[src/rtl/line_buffer_scheduler.sv]
// Four-bank line-buffer controller: primes four rows, then streams 4-row column windows
// while refilling the oldest bank. Optional stall counter port: LB_STALL_COUNT_EN.
module line_buffer_scheduler #(
    parameter  int IMG_W = 512,
    parameter  int IMG_H = 512,
    localparam int CW    = $clog2(IMG_W)
) (
    input  logic          CLK,
    input  logic          rst,
    input  logic          start,
    input  logic          in_valid,
    output logic          in_ready,
    output logic          bram_we,
    output logic [CW+1:0] bram_waddr,
    output logic          bram_re,
    output logic [CW-1:0] bram_rcol,
    output logic [1:0]    rot_sel,
    output logic          out_valid,
    input  logic          out_ready,
    output logic          busy,
    output logic          done
`ifdef LB_STALL_COUNT_EN
    ,
    output logic [15:0]   stall_cnt
`endif
);

    localparam int RW = $clog2(IMG_H + 1);
    localparam logic [CW-1:0] COL_LAST    = CW'(IMG_W - 1);
    localparam logic [RW-1:0] ROW_LAST    = RW'(IMG_H - 1);
    localparam logic [RW-1:0] ROWS_PRIMED = RW'(4);

    typedef enum logic [2:0] {
        S_IDLE,
        S_PRIME,
        S_STREAM,
        S_DRAIN,
        S_DONE
    } state_t;

    state_t        state_q, state_d;
    logic [CW-1:0] wcol_q, wcol_d;
    logic [1:0]    wbank_q, wbank_d;
    logic [CW-1:0] rcol_q, rcol_d;
    logic [1:0]    rot_sel_q, rot_sel_d;
    logic [RW-1:0] row_cnt_q, row_cnt_d;
    logic          out_valid_q, out_valid_d;
    logic          busy_q, busy_d;
    logic          done_q, done_d;

    logic slot_free;
    logic fire;
    logic accept;

    // The output register can take a new column when empty or being consumed this cycle.
    assign slot_free = !out_valid_q || out_ready;

    // Enables are decoded from registered state and the same-cycle handshakes, so an
    // asserted rst suppresses any BRAM access already in the cycle it is applied.
    always_comb begin
        fire     = 1'b0;
        in_ready = 1'b0;
        if (!rst) begin
            case (state_q)
                S_PRIME: in_ready = 1'b1;
                S_STREAM: begin
                    fire     = slot_free && in_valid;
                    in_ready = fire;
                end
                S_DRAIN: fire = slot_free;
                default: begin
                    fire     = 1'b0;
                    in_ready = 1'b0;
                end
            endcase
        end
    end

    assign accept     = in_valid && in_ready;
    assign bram_we    = accept;
    assign bram_re    = fire;
    assign bram_waddr = (state_q == S_PRIME) ? {wbank_q, wcol_q} : {rot_sel_q, rcol_q};
    assign bram_rcol  = rcol_q;
    assign rot_sel    = rot_sel_q;
    assign out_valid  = out_valid_q;
    assign busy       = busy_q;
    assign done       = done_q;

    always_comb begin
        state_d   = state_q;
        wcol_d    = wcol_q;
        wbank_d   = wbank_q;
        rcol_d    = rcol_q;
        rot_sel_d = rot_sel_q;
        row_cnt_d = row_cnt_q;
        done_d    = 1'b0;

        case (state_q)
            S_IDLE: begin
                wcol_d    = '0;
                wbank_d   = '0;
                rcol_d    = '0;
                rot_sel_d = '0;
                row_cnt_d = '0;
                if (start) begin
                    state_d = S_PRIME;
                end
            end
            S_PRIME: begin
                if (accept) begin
                    wcol_d = wcol_q + CW'(1);
                    if (wcol_q == COL_LAST) begin
                        wbank_d = wbank_q + 2'd1;
                        if (wbank_q == 2'd3) begin
                            state_d   = S_STREAM;
                            row_cnt_d = ROWS_PRIMED;
                        end
                    end
                end
            end
            S_STREAM: begin
                // Incoming pixel overwrites the oldest row at the column being read out.
                if (fire) begin
                    rcol_d = rcol_q + CW'(1);
                    if (rcol_q == COL_LAST) begin
                        rot_sel_d = rot_sel_q + 2'd1;
                        row_cnt_d = row_cnt_q + RW'(1);
                        if (row_cnt_q == ROW_LAST) begin
                            state_d = S_DRAIN;
                        end
                    end
                end
            end
            S_DRAIN: begin
                if (fire) begin
                    rcol_d = rcol_q + CW'(1);
                    if (rcol_q == COL_LAST) begin
                        state_d = S_DONE;
                    end
                end
            end
            S_DONE: begin
                // Wait for the last column to leave before signalling completion.
                if (slot_free) begin
                    state_d   = S_IDLE;
                    done_d    = 1'b1;
                    wcol_d    = '0;
                    wbank_d   = '0;
                    rcol_d    = '0;
                    rot_sel_d = '0;
                    row_cnt_d = '0;
                end
            end
            default: state_d = S_IDLE;
        endcase

        out_valid_d = fire ? 1'b1 : (out_ready ? 1'b0 : out_valid_q);
        busy_d      = (state_d != S_IDLE);
    end

    always_ff @(posedge CLK) begin
        if (rst) begin
            state_q     <= S_IDLE;
            wcol_q      <= '0;
            wbank_q     <= '0;
            rcol_q      <= '0;
            rot_sel_q   <= '0;
            row_cnt_q   <= '0;
            out_valid_q <= 1'b0;
            busy_q      <= 1'b0;
            done_q      <= 1'b0;
        end else begin
            state_q     <= state_d;
            wcol_q      <= wcol_d;
            wbank_q     <= wbank_d;
            rcol_q      <= rcol_d;
            rot_sel_q   <= rot_sel_d;
            row_cnt_q   <= row_cnt_d;
            out_valid_q <= out_valid_d;
            busy_q      <= busy_d;
            done_q      <= done_d;
        end
    end

`ifdef LB_STALL_COUNT_EN
    logic [15:0] stall_cnt_q, stall_cnt_d;

    always_comb begin
        stall_cnt_d = stall_cnt_q;
        if (state_q == S_IDLE && start) begin
            stall_cnt_d = '0;
        end else if ((state_q == S_STREAM || state_q == S_DRAIN) && out_valid_q && !out_ready
                     && stall_cnt_q != 16'hFFFF) begin
            stall_cnt_d = stall_cnt_q + 16'd1;
        end
    end

    always_ff @(posedge CLK) begin
        if (rst) begin
            stall_cnt_q <= '0;
        end else begin
            stall_cnt_q <= stall_cnt_d;
        end
    end

    assign stall_cnt = stall_cnt_q;
`endif

endmodule

[config.mk]
export PLATFORM = sky130hd
export DESIGN_NAME = line_buffer_scheduler
export DESIGN_NICKNAME = d
export VERILOG_FILES = /design/src/rtl/line_buffer_scheduler.sv
export SDC_FILE = /design/constraint.sdc
export NUM_CORES = 1
export LEC_CHECK = 0
export BUFFER_PORTS_ARGS = -buffer_cell sky130_fd_sc_hd__buf_2
export CORE_MARGIN = 5
export CORE_UTILIZATION = 39
export DETAILED_ROUTE_END_ITERATION = 7
export GPL_ROUTABILITY_DRIVEN = 0
export MAX_ROUTING_LAYER = met4
export SYNTH_ARGS = -nofsm -noshare
export SYNTH_HDL_FRONTEND = slang
export SYNTH_SLANG_ARGS = --single-unit
[constraint.sdc]
create_clock -name CLK -period 3.2 [get_ports CLK]
set_input_delay 0.16 -clock CLK [delete_from_list [all_inputs] [get_ports CLK]]
set_output_delay 0.16 -clock CLK [all_outputs]
set_load 0.05 [all_outputs]
### Word-level counts from Yosys, hierarchy flattened

Cells that the tools add are included.
W data, S select, Z words.

* register bits: 38
* bits in latches: 0
* memory bits (writable): 0
* memory bits (read-only): 0
* word-level logic and storage cells: 86
* memories: 0

* add/sub/neg operators: 5
* multiply operators: 0
* div/mod/pow operators: 0
* order comparisons: 0
* equality and inequality tests: 15
* shifts and indexed selects: 0
* muxes and demuxes: 38
* bitwise operators: 1
* reductions and logical operators: 18

Operators with widths (count)
* $mux W10: 6
* $pmux W9 S3: 2
* $pmux W10 S4: 1
* $mux W3: 10
* $mux W9: 3
* $add A9 B1 Y9 const B: 2
* $eq A9 B9 Y1 const B: 2
* $pmux W3 S5: 1
* $pmux W2 S3: 2
* $reduce_bool A3 Y1: 4
* $mux W11: 1
* $add A10 B1 Y10 const B: 1
* $eq A10 B9 Y1 const B: 1
* $mux W2: 5
* $ne A2 B2 Y1 const B: 4
* $reduce_and A4 Y1: 2
* $reduce_and A7 Y1: 1
* $eq A3 B2 Y1 const B: 2
* $ne A2 B1 Y1 const B: 3
* $reduce_and A3 Y1: 2
* $mux W1: 5
* $add A2 B1 Y2 const B: 2
* $pmux W1 S2: 2
* $reduce_bool A4 Y1: 1
* 10 further kinds: 12

### Longest topological paths before layout

Gate-level depths: netlist of the first run.

* word-level depth: 9
* gate-level depth with buffers: 10
* gate-level depth less buffers: 9

### Worst setup path before layout of the first run

OpenSTA, ideal clock, no wires.

* path kind: register -> register
* start: register rcol_q[2], in the netlist bram_rcol[2]
* end: register rot_sel_q[1], in the netlist rot_sel[1]
* setup time: 0.070 ns
* data arrival time: 2.355 ns
* required time: 3.130 ns
* setup slack: 0.774 ns
* stages on the path, launching flop included: 9
* clock period less this slack: 2.426 ns
* cell sequence: dfxtp_1 > and3_1 > and3_1 > and3_1 > ha_1 > nor2b_1 > nand4_2 > or3b_1 > a21oi_1

* cells in the longest elaborated chain, start to end: 3

RTL lines
* from (decl): line 44 `logic [CW-1:0] rcol_q, rcol_d;`
* from (signal assigned): line 176 `rcol_q <= rcol_d;`
* $eq A9 B9 Y1: line 125 `if (rcol_q == COL_LAST) begin`
* $ne A2 B2 Y1 (no line)
* $reduce_and A4 Y1 (no line)
* to (signal assigned): line 177 `rot_sel_q <= rot_sel_d;`
* to (decl): line 45 `logic [1:0] rot_sel_q, rot_sel_d;`

No other way between the ends.
A chain may end at the register's enable or synchronous reset.

### Final worst setup path of the first run

* start: register rcol_q[4], in the netlist bram_rcol[4]
* end: register row_cnt_q[5]

* cells in the longest elaborated chain, start to end: 3

RTL lines
* $eq A9 B9 Y1: line 125
* $ne A2 B2 Y1 (no line)
* $reduce_and A7 Y1 (no line)
* to (signal assigned): line 178 `row_cnt_q <= row_cnt_d;`
* to (decl): line 46 `logic [RW-1:0] row_cnt_q, row_cnt_d;`

No other way between the ends.

==> results of run 1 <==
## cell families (layout without fill, tap and decap cells)
logic type | Yosys count | count (layout) | share of synthesized area [%]
flip-flops | 38 | 38 | 35.9
AO/OA/AOI/OAI | 65 | 65 | 18.0
multiplexers | 14 | 14 | 7.27
buffers and inverters | 16 | 47 | 3.72
adder cells (fa/ha/maj) | 6 | 6 | 3.54
XOR/XNOR | 8 | 8 | 3.31
AND/OR/NAND/NOR | 112 | 112 | 28.2
## per-stage QoR
stage,total power (W),hold slack (ns)
detailed placement,0.000587,0.487
CTS,0.000928,0.288
global placement,0.000588,0.472
floorplan,0.000568,0.394
finish,0.000918,0.287
global route,0.000956,0.336
## placed cells by master (no fill, tap or decap), drive strengths merged, types with 3 or more instances in the layout
master	instances
a211oi	3
a21oi	25
a31oi	4
and3	6
buf	36
clkbuf	7
dfxtp	38
ha	6
inv	3
mux2	11
mux2i	3
nand2	13
nand2b	3
nand3	14
nand3b	5
nor2	37
nor2b	5
nor3	4
nor3b	4
nor4	3
o21ai	19
o22ai	4
or3	8
xnor2	6
## per-layer routing
metal / vias up / wire [µm] / GRT usage, %
met3: 10 / 192 / 2.67
met4: 0 / 103 / 6.87
li1: 1000 / - / -
met1: 931 / 2570 / 22.0
met5: - / 0 / -
met2: 51 / 2150 / 21.5
## registers in the layout (all words and copies together), names as in the netlist
signal and count:
bram_rcol 9, state_q 3, wcol_q 9, busy 1, out_valid 1, rot_sel 2
done 1, wbank_q 2, row_cnt_q 10
## worst min-delay path by stage
stage / from / endpoint / slack, ns / depth (start not counted)
final: in_valid / out_valid$_SDFFE_PP0P_ / 0.29 / 3
after global routing: in_valid / out_valid$_SDFFE_PP0P_ / 0.34 / 3
after CTS: in_valid / out_valid$_SDFFE_PP0P_ / 0.29 / 3
after detailed placement: row_cnt_q[1]$_SDFFE_PP0P_ / row_cnt_q[1]$_SDFFE_PP0P_ / 0.49 / 2
after global placement: row_cnt_q[1]$_SDFFE_PP0P_ / row_cnt_q[1]$_SDFFE_PP0P_ / 0.47 / 2
after floorplan: in_valid / out_valid$_SDFFE_PP0P_ / 0.39 / 2
## cell type report
cell class | instances | area (µm²)
Timing Repair Buffer | 36 | 190
Sequential cell | 38 | 761
Inverter | 3 | 11.3
Tap cell | 70 | 87.6
Fill cell | 541 | 2790
Multi-Input combinational cell | 205 | 1280
Clock buffer | 7 | 86.3
Clock inverter | 1 | 5.00
## worst max-delay path, delay by kind of cell, from the launching register on
family | cells | cell delay, ns
AND/OR/NAND/NOR | 4 | 0.71
flip-flops | 1 | 0.34
AO/OA/AOI/OAI | 4 | 1.12
adder cells (fa/ha/maj) | 1 | 0.24
## power by group through the flow
stage / combinational, W / clock [W] / sequential (W)
2_1_floorplan: 0.0000676 / 0 / 0.000500
3_3_place_gp: 0.0000905 / 0 / 0.000497
3_5_place_dp: 0.0000900 / 0 / 0.000497
4_1_cts: 0.0000905 / 0.000352 / 0.000486
5_1_grt: 0.0000994 / 0.000369 / 0.000487
6_report: 0.0000905 / 0.000341 / 0.000486
==> metrics.md, run 1 <==
| Metric | Value |
|---|---|
| Fin util | 46.5% |
| CTS hold repair buffers | 0 |
| Number of synthesized flops with an enable pin | 0 |
| CTS root buffer | clkbuf_8 |
| Worst vdd ir | 0.208 mV |
| Placed wire-length estimate | 3640 µm |
| CTS H-tree depth | 2 |
| Synth warn | 0 |
| Internal reg-to-reg setup slack | 0.72 ns |
| Final nets | 300 |
| Mapped cell area | 2120 µm² |
| Final period utilization | 77.6% |
| Proportion of power drawn by the clock network | 37.1% |
| CTS sink cnt | 38 |
| Sw Pwr | 0.000239 W |
| Crit-path cells | and3_1 -> and3_1 -> and3_1 -> ha_1 -> nand2b_1 -> o22ai_1 -> a21oi_1 -> o21ai_0 -> a21oi_1 |
| Row cnt | 26 |
| Reg2reg end | row_cnt_q[5]$_SDFFE_PP0P_ |
| Vias/cell | 5.53 |
| Final Max Tran Viols | 0 |
| Postcts setup bufs | 0 |
| Worst Setup SP | bram_rcol[4]$_SDFFE_PP0P_ |
| Top cells by area, synth | dfxtp_1 36%, nor2_1 6.4%, a21oi_1 5.9% |
| Req. time, crit path | 3.42 ns |
| Cell area after placement | 2330 µm² |
| Final hold viol count | 0 |
| Clk_lat worst skew | 0.29 ns |
| Post-CTS sizing | 0 |
| PwrDens | 379 nW/µm² |
| Die area | 7010 µm² |
| Worst path slowest cell | a21oi_1 |
| Worst min-delay path class | in2reg |
| Top-count cell post-synth | dfxtp_1 |
| Routed WL per cell | 14.0 µm |
| Main synth FF type | dfxtp_1 |
| Slew @ Worst Pin | 0.799 ns |
| RSZ-0062 raised after global routing | false |
| Core ar. | 5200 µm² |
| CP Class | reg2reg |
| Flop pwr share | 53.0% |
| Share of the synthesized area in the top cell type | 35.9% |
| Final instance area | 2420 µm² |
| Area leader, netlist | dfxtp_1 |
| Worst R2R Start | bram_rcol[4]$_SDFFE_PP0P_ |
| Status | finished, final reports clean |
| CTS Buf Count | 5 |
| Crit end category | register |
| Total Wirelength | 5020 µm |
| Max clock buf depth | 2 |
| Finished Layout Cells | 360 |
| P_int | 0.000679 W |
| Worst path arrival time | 2.70 ns |
| Synth Net Count | 270 |
| Logic pwr share | 9.9% |
| Setup Viol. Count Final | 0 |
| Crit-path most repeated cell | and3_1 |
| Worst r2r path cells | 9 |
| Setup TNS | 0 ns |
| DRC Markers | 0 |
| Highest fanout seen on the critical path | 11 |
| Inst Count DP | 352 |
| Via Count | 1992 |
| CTS tree | yes |
| Seq cells post-synth | 38 |
| Fraction of layout cells with a size suffix above 1 | 20.7% |
| Final worst slack | 0.718 ns |
| Antenna violations before repair | 0 |
| Initial DRC Count | 199 |
| Die X | 83.7 µm |
| Startpoint type of the worst setup path | register |
| CP max stage delay | 0.68 ns |
| Routed Antenna Nets | 0 |
| Max-Cap Viols | 0 |
| Largest net degree at the start of global routing | 32 |
| Clock transition at path regs | 0.08 ns |
| Fmax achieved | 403 MHz |
| Layout area overhead | 14.2% |
| N_diodes | 0 |
| Global-route wire length before repair | 8820 µm |
| Capture point of the critical path | row_cnt_q[5]$_SDFFE_PP0P_ |
| Avg Cell Area, Syn | 8.18 µm² |
| Period minus WS final | 2.48 ns |
| Syn Inst Count | 259 |
| Total global-route track usage | 15.6% |
| Fraction of registers with async set/reset | 0% |
| Initial Util | 40.7% |
| First drt pass iteration count | 5 |
| Most common library cells after synthesis | 38 x dfxtp_1, 36 x nor2_1, 25 x a21oi_1, 19 x o21ai_0, 14 x nand3_1 |
| Sequential area share after synthesis | 35.9% |
| Unique cell type count in the Yosys netlist | 48 |
| Leak | 0.959 nW |
| PortBufs | 32 |
| Number of global-route vias before repair | 1811 |
| Switching part of the total | 26.0% |
| Setup clock skew after layout | 0.00655 ns |
| Worst slack, placed | 0.761 ns |
| Overflow left after global routing | 0 |
| I/O pin total | 33 |
| Rel. slew slack | 46.7% |
| Die H | 83.7 µm |
(Power assumes the default switching activity.)
==> run 2: changes to the inputs <==
- ABC_AREA: default -> 1
- clock period: 3.2 -> 2.32 ns (I/O delays scaled with it)
==> run 2 against run 1 <==
  * Synthesized area grew 12%
  * Sequential power up 44%
  * Sequential cell count unchanged
  * Critical path type unchanged
  * Wire length rose by 14%
  * Die area is 11% higher
  * Largest power group unchanged
  * Worst setup slack worse by 0.52 ns
==> metrics.md, run 2 <==
| Metric | Value |
|---|---|
| Final instance area | 2760 µm² |
| Total Wirelength | 5720 µm |
| Synth warn | 0 |
| Max clock buf depth | 2 |
| Most common library cells after synthesis | 89 x nand2_1, 38 x dfxtp_1, 38 x nor2_1, 33 x inv_1, 31 x a21oi_1 |
| CTS Buf Count | 5 |
| Seq cells post-synth | 38 |
| Die X | 88.0 µm |
| Worst path slowest cell | dfxtp_4 |
| Setup clock skew after layout | 0.00484 ns |
| Via Count | 2250 |
| CTS hold repair buffers | 0 |
| Main synth FF type | dfxtp_1 |
| Number of global-route vias before repair | 2069 |
| Die H | 88.0 µm |
| Area leader, netlist | dfxtp_1 |
| Worst path arrival time | 2.29 ns |
| Total global-route track usage | 16.8% |
| Antenna violations before repair | 0 |
| Max reg flops | 10 |
| Largest net degree at the start of global routing | 20 |
| Most frequent cells in the layout | 89 x nand2_1, 38 x nor2_1, 36 x dfxtp_1 |
| CTS root buffer | clkbuf_8 |
| Overflow left after global routing | 0 |
| Initial DRC Count | 102 |
| Largest register by flop count | row_cnt_q |
| Slew @ Worst Pin | 0.529 ns |
| CP max stage delay | 0.38 ns |
| CP Buf/Inv Count | 2 |
| Layout area overhead | 16.3% |
| Crit end category | register |
| Initial Util | 40.1% |
| Top cells by area, synth | dfxtp_1 32%, nand2_1 14%, a21oi_1 6.5% |
| Vias/cell | 4.85 |
| Fill count | 600 |
| Fraction of registers with async set/reset | 0% |
| Crit-path cells | ha_1 -> nand2_1 -> nor3_2 -> inv_1 -> nor2_1 -> ha_2 -> inv_1 -> nor2_4 -> nand2_1 -> nand2_1 -> nand2_1 -> nor2_4 -> nand2_1 -> nand2_1 -> nor2_1 |
| Fraction of layout cells with a size suffix above 1 | 20.8% |
| Fmax achieved | 472 MHz |
| Period minus WS final | 2.12 ns |
| CTS sink cnt | 38 |
| DRC Markers | 0 |
| Cell area after placement | 2650 µm² |
| Final period utilization | 91.3% |
| Switching part of the total | 30.2% |
| Status | finished, final reports clean |
| Top-count cell post-synth | nand2_1 |
| Max-Cap Viols | 0 |
| First drt pass iteration count | 4 |
| I/O pin total | 33 |
| Avg Cell Area, Syn | 6.80 µm² |
| PortBufs | 32 |
| Sequential area share after synthesis | 32.0% |
| Flop pwr share | 45.5% |
| Global-route wire length before repair | 10000 µm |
| CP Class | reg2reg |
| Worst min-delay path class | in2reg |
| PwrDens | 556 nW/µm² |
| Sw Pwr | 0.000464 W |
| Leak | 1.16 nW |
| Syn Inst Count | 349 |
| Number of synthesized flops with an enable pin | 0 |
| Row cnt | 28 |
| Crit-path most repeated cell | nand2_1 |
| Rel. slew slack | 64.7% |
| P_int | 0.00107 W |
| Req. time, crit path | 2.49 ns |
| CTS H-tree depth | 2 |
| Logic pwr share | 17.9% |
| Mapped cell area | 2370 µm² |
| Core ar. | 5920 µm² |
| Startpoint type of the worst setup path | register |
| Proportion of power drawn by the clock network | 36.6% |
| Cell family with most CP delay | simple AND/OR/NAND/NOR gates |
| Routed WL per cell | 12.3 µm |
| Share of the synthesized area in the top cell type | 32.0% |
| Clock transition at path regs | 0.08 ns |
| Final nets | 399 |
| CTS tree | yes |
| Worst vdd ir | 0.340 mV |
| Internal reg-to-reg setup slack | 0.20 ns |
| Highest fanout seen on the critical path | 6 |
| Unique cell type count in the Yosys netlist | 37 |
| Routed Antenna Nets | 0 |
| Die area | 7750 µm² |
| Final Max Tran Viols | 0 |
| Most common cell after layout, fill and taps aside | nand2_1 |
| Total power draw | 0.00154 W |
| Placed wire-length estimate | 4280 µm |
| Synth Net Count | 360 |
| Clk_lat worst skew | 0.29 ns |
| Setup Viol. Count Final | 0 |
| Final hold viol count | 0 |
| N_diodes | 0 |
-- run 2: cell types whose count changed after synthesis, sizes merged, moves of 6 or more --
cell	before	now
inv	3	37
nand3	14	30
a21oi	25	32
mux2	11	0
or3	8	1
and3	6	0
nand2	13	95
xor2	2	11
nor2	37	45
-- run 2: layout make-up --
type,instances,area (µm²),area share [%]
clock buffer,7,76.3,2.76
tap,75,93.8,3.40
timing repair buffer,42,235,8.51
multi-input combinational,264,1420,51.5
sequential,38,766,27.7
clock inverter,1,30.0,1.09
inverter,37,139,5.03
-- run 2: final timing paths --
check,to,start,cells past startpoint
setup / recovery,row_cnt_q[1]$_SDFFE_PP0P_,bram_rcol[0]$_SDFFE_PP0P_,15
hold / removal,wbank_q[1]$_SDFFE_PP0P_,rst,2
setup reg to reg,row_cnt_q[1]$_SDFFE_PP0P_,bram_rcol[0]$_SDFFE_PP0P_,15
hold reg to reg,wcol_q[7]$_SDFFE_PP0P_,wcol_q[7]$_SDFFE_PP0P_,2
-- run 2: metrics by stage --
stage / hold slack [ns] / std cells / setup WS, ns / setup TNS, ns / utilization, %
6_report: 0.185 / 464 / 0.202 / 0 / 46.7
5_1_grt: 0.184 / 464 / -0.0420 / -0.149 / 46.7
4_1_cts: 0.189 / 464 / 0.137 / 0 / 46.5
3_5_place_dp: 0.459 / 456 / 0.147 / 0 / 44.7
3_3_place_gp: 0.451 / 456 / 0.163 / 0 / 44.7
2_1_floorplan: 0.283 / 349 / 0.0450 / 0 / -
-- run 2: power by group through the flow --
stage	clock [W]	combinational, W	sequential (W)
floorplan	0	0.000199	0.000730
global placement	0	0.000277	0.000713
detailed placement	0	0.000277	0.000715
CTS	0.000578	0.000279	0.000700
global route	0.000607	0.000308	0.000703
finish	0.000561	0.000275	0.000699
-- run 2: cell families (layout without fill, tap and decap cells) --
group	count (synthesis)	in the layout	share of synthesized area, %
DFF	38	38	32.0
AOI/OAI and AO/OA	57	57	14.1
xor gates and xnor gates	13	13	4.79
and+or+nand+nor	188	188	37.6
adders and majority gates	6	6	3.16
buffers and inverters	47	87	8.38
-- run 2: routing by layer --
layer / vias up / wire length, µm / global-route usage [%]
met5: - / 0 / -
met4: 0 / 78 / 4.40
met2: 42 / 2570 / 24.7
met1: 993 / 2830 / 23.2
met3: 8 / 242 / 3.76
li1: 1207 / - / -
-- run 2: worst register-to-register path, cell delays in order, from the launching register on --
cell and delay, ns:
dfxtp_4 0.38, ha_1 0.18, nand2_1 0.10, nor3_2 0.20, inv_1 0.07, nor2_1 0.12
ha_2 0.21, inv_1 0.08, nor2_4 0.11, nand2_1 0.09, nand2_1 0.07, nand2_1 0.08
nor2_4 0.16, nand2_1 0.06, nand2_1 0.06, nor2_1 0.03
-- run 2: what timing repair did --
item / in CTS / in global routing
setup buffers: 0 / 0
setup endpoints to repair: 0 / 11
gates resized for setup: 0 / 3
==> run 3: changes to the inputs <==
- SETUP_SLACK_MARGIN: default -> 0.5
- clock period: 2.32 -> 2.4 ns (I/O delays scaled with it)
==> run 3 against run 2 <==
  * Sequential power shrank 3.7%
  * Via count is 5.5% higher
  * Core utilization is 5.1 points higher
  * Worst hold slack got worse by 0.0046 ns
  * Largest cell class unchanged
==> metrics.md, run 3 (synthesis results as in run 2) <==
| Metric | Value |
|---|---|
| Status | finished, final reports clean |
| Met1 GRT Util | 22.2% |
| Initial DRC Count | 137 |
| Req. time, crit path | 2.58 ns |
| Via Count | 2374 |
| CTS hold repair buffers | 0 |
| CTS sink cnt | 38 |
| Antenna violations before repair | 0 |
| Max-Cap Viols | 0 |
| Startpoint type of the worst setup path | register |
| CTS root buffer | clkbuf_8 |
| First drt pass iteration count | 4 |
| Worst path slowest cell | dfxtp_4 |
| Internal reg-to-reg setup slack | 0.53 ns |
| Reg2reg end | wbank_q[0]$_SDFFE_PP0P_ |
| Rel. slew slack | 76.6% |
| Worst hold start | rst |
| Global route hottest layer | met2 |
| PwrDens | 482 nW/µm² |
| GR Layer Usage met3 | 3.01% |
| Final period utilization | 78.0% |
| Final nets | 410 |
| CTS tree | yes |
| RSZ-0062 raised after global routing | true |
| Total Wirelength | 6190 µm |
| CTS Buf Count | 5 |
| Overflow left after global routing | 0 |
| Vias/cell | 5.00 |
| Crit end category | register |
| Crit path depth | 11 |
| Clock transition at path regs | 0.08 ns |
| Worst min-delay path class | in2reg |
| Die H | 88.0 µm |
| Max reg flops | 10 |
| I/O pin total | 33 |
| Cell family with most CP delay | simple AND/OR/NAND/NOR gates |
| Row cnt | 28 |
| Largest register by flop count | row_cnt_q |
| Worst path arrival time | 2.05 ns |
| Fmax achieved | 534 MHz |
| Crit-path cells | ha_4 -> nand2_4 -> nor4_4 -> ha_2 -> o21ai_4 -> a21oi_4 -> buf_12 -> buf_8 -> nand2_4 -> nand2_2 -> a21oi_1 |
| Largest net degree at the start of global routing | 24 |
| Setup clock skew after layout | 0.0104 ns |
| Placed wire-length estimate | 4340 µm |
| CP Class | reg2reg |
| CP Buf/Inv Count | 2 |
| Number of global-route vias before repair | 2260 |
| DRC Markers | 0 |
| CTS H-tree depth | 2 |
| Worst R2R Start | wcol_q[1]$_SDFFE_PP0P_ |
| Die X | 88.0 µm |
| Fraction of layout cells with a size suffix above 1 | 33.5% |
| Final hold viol count | 0 |
| Period minus WS final | 1.87 ns |
| Layout area overhead | 29.0% |
| Initial Util | 40.1% |
| Worst vdd ir | 0.251 mV |
| Max clock buf depth | 2 |
| Routed WL per cell | 13.0 µm |
| Global-route wire length before repair | 10300 µm |
| Leak | 1.28 nW |
| Crit-path most repeated cell | nand2_4 |
| Core ar. | 5920 µm² |
| Worst hold path stage count | 2 |
| Die area | 7750 µm² |
| Total global-route track usage | 17.3% |
| Highest fanout seen on the critical path | 6 |
| Clk_lat worst skew | 0.29 ns |
| CP max stage delay | 0.38 ns |
| PortBufs | 32 |
| Hold Slack | 0.180 ns |
| Setup TNS | 0 ns |
| Final Max Tran Viols | 0 |
| Worst r2r path cells | 11 |
| Slew @ Worst Pin | 0.351 ns |
| Most frequent cells in the layout | 77 x nand2_1, 36 x nor2_1, 31 x buf_2 |
| Setup Viol. Count Final | 0 |
| Routed Antenna Nets | 0 |
| Most common cell after layout, fill and taps aside | nand2_1 |
| Worst Hold Path EP | bram_rcol[4]$_SDFFE_PP0P_ |
| N_diodes | 0 |
| M2 GR Usage | 27.9% |
## run 3: where the power goes
part	internal, W	switching (W)
combinational	0.000122	0.000221
sequential	0.000646	0.0000270
clock	0.000232	0.000229
## run 3: how the worst max path moves through the flow
| stage | startpoint | end |
|---|---|---|
| 2_1_floorplan | state_q[0]$_SDFF_PP0_ | bram_waddr[0] |
| 3_3_place_gp | wcol_q[1]$_SDFFE_PP0P_ | row_cnt_q[8]$_SDFFE_PP0P_ |
| 3_5_place_dp | wcol_q[1]$_SDFFE_PP0P_ | row_cnt_q[1]$_SDFFE_PP0P_ |
| 4_1_cts | bram_rcol[0]$_SDFFE_PP0P_ | row_cnt_q[4]$_SDFFE_PP0P_ |
| 5_1_grt | bram_rcol[0]$_SDFFE_PP0P_ | row_cnt_q[4]$_SDFFE_PP0P_ |
| 6_report | wcol_q[1]$_SDFFE_PP0P_ | wbank_q[0]$_SDFFE_PP0P_ |
## run 3: metrics by stage
| step | util (%) | setup slack (ns) | cell area (µm²) | cells | total power (W) |
|---|---|---|---|---|---|
| 2_1_floorplan | - | 0.121 | 2410 | 349 | 0.000897 |
| 3_3_place_gp | 44.5 | 0.300 | 2640 | 450 | 0.000956 |
| 3_5_place_dp | 44.5 | 0.266 | 2640 | 450 | 0.000958 |
| 4_1_cts | 48.4 | 0.502 | 2870 | 468 | 0.00145 |
| 5_1_grt | 51.7 | 0.395 | 3060 | 475 | 0.00155 |
| 6_report | 51.7 | 0.527 | 3060 | 475 | 0.00148 |
## run 3: cell type report
type,count,area (µm²)
Fill cell,602,2860
Multi-Input combinational cell,265,1580
Sequential cell,38,795
Timing Repair Buffer,52,352
Inverter,37,148
Tap cell,75,93.8
Clock buffer,7,86.3
Clock inverter,1,5.00
## run 3: routing by layer
| metal | part of all wire (%) | vias to the layer above | wire length, µm |
|---|---|---|---|
| li1 | - | 1230 | - |
| met1 | 49 | 1099 | 3010 |
| met2 | 47 | 38 | 2880 |
| met3 | 3.6 | 7 | 223 |
| met4 | 1.1 | 0 | 71 |
| met5 | 0 | - | 0 |
## run 3: what timing repair did
item / in CTS / in global routing
setup endpoints to repair: 27 / 37
gates resized for setup: 24 / 36
cloned: 0 / 1
buffers inserted: 10 / 6
endpoints found under the hold margin: 0 / 0
pin swaps: 11 / 18
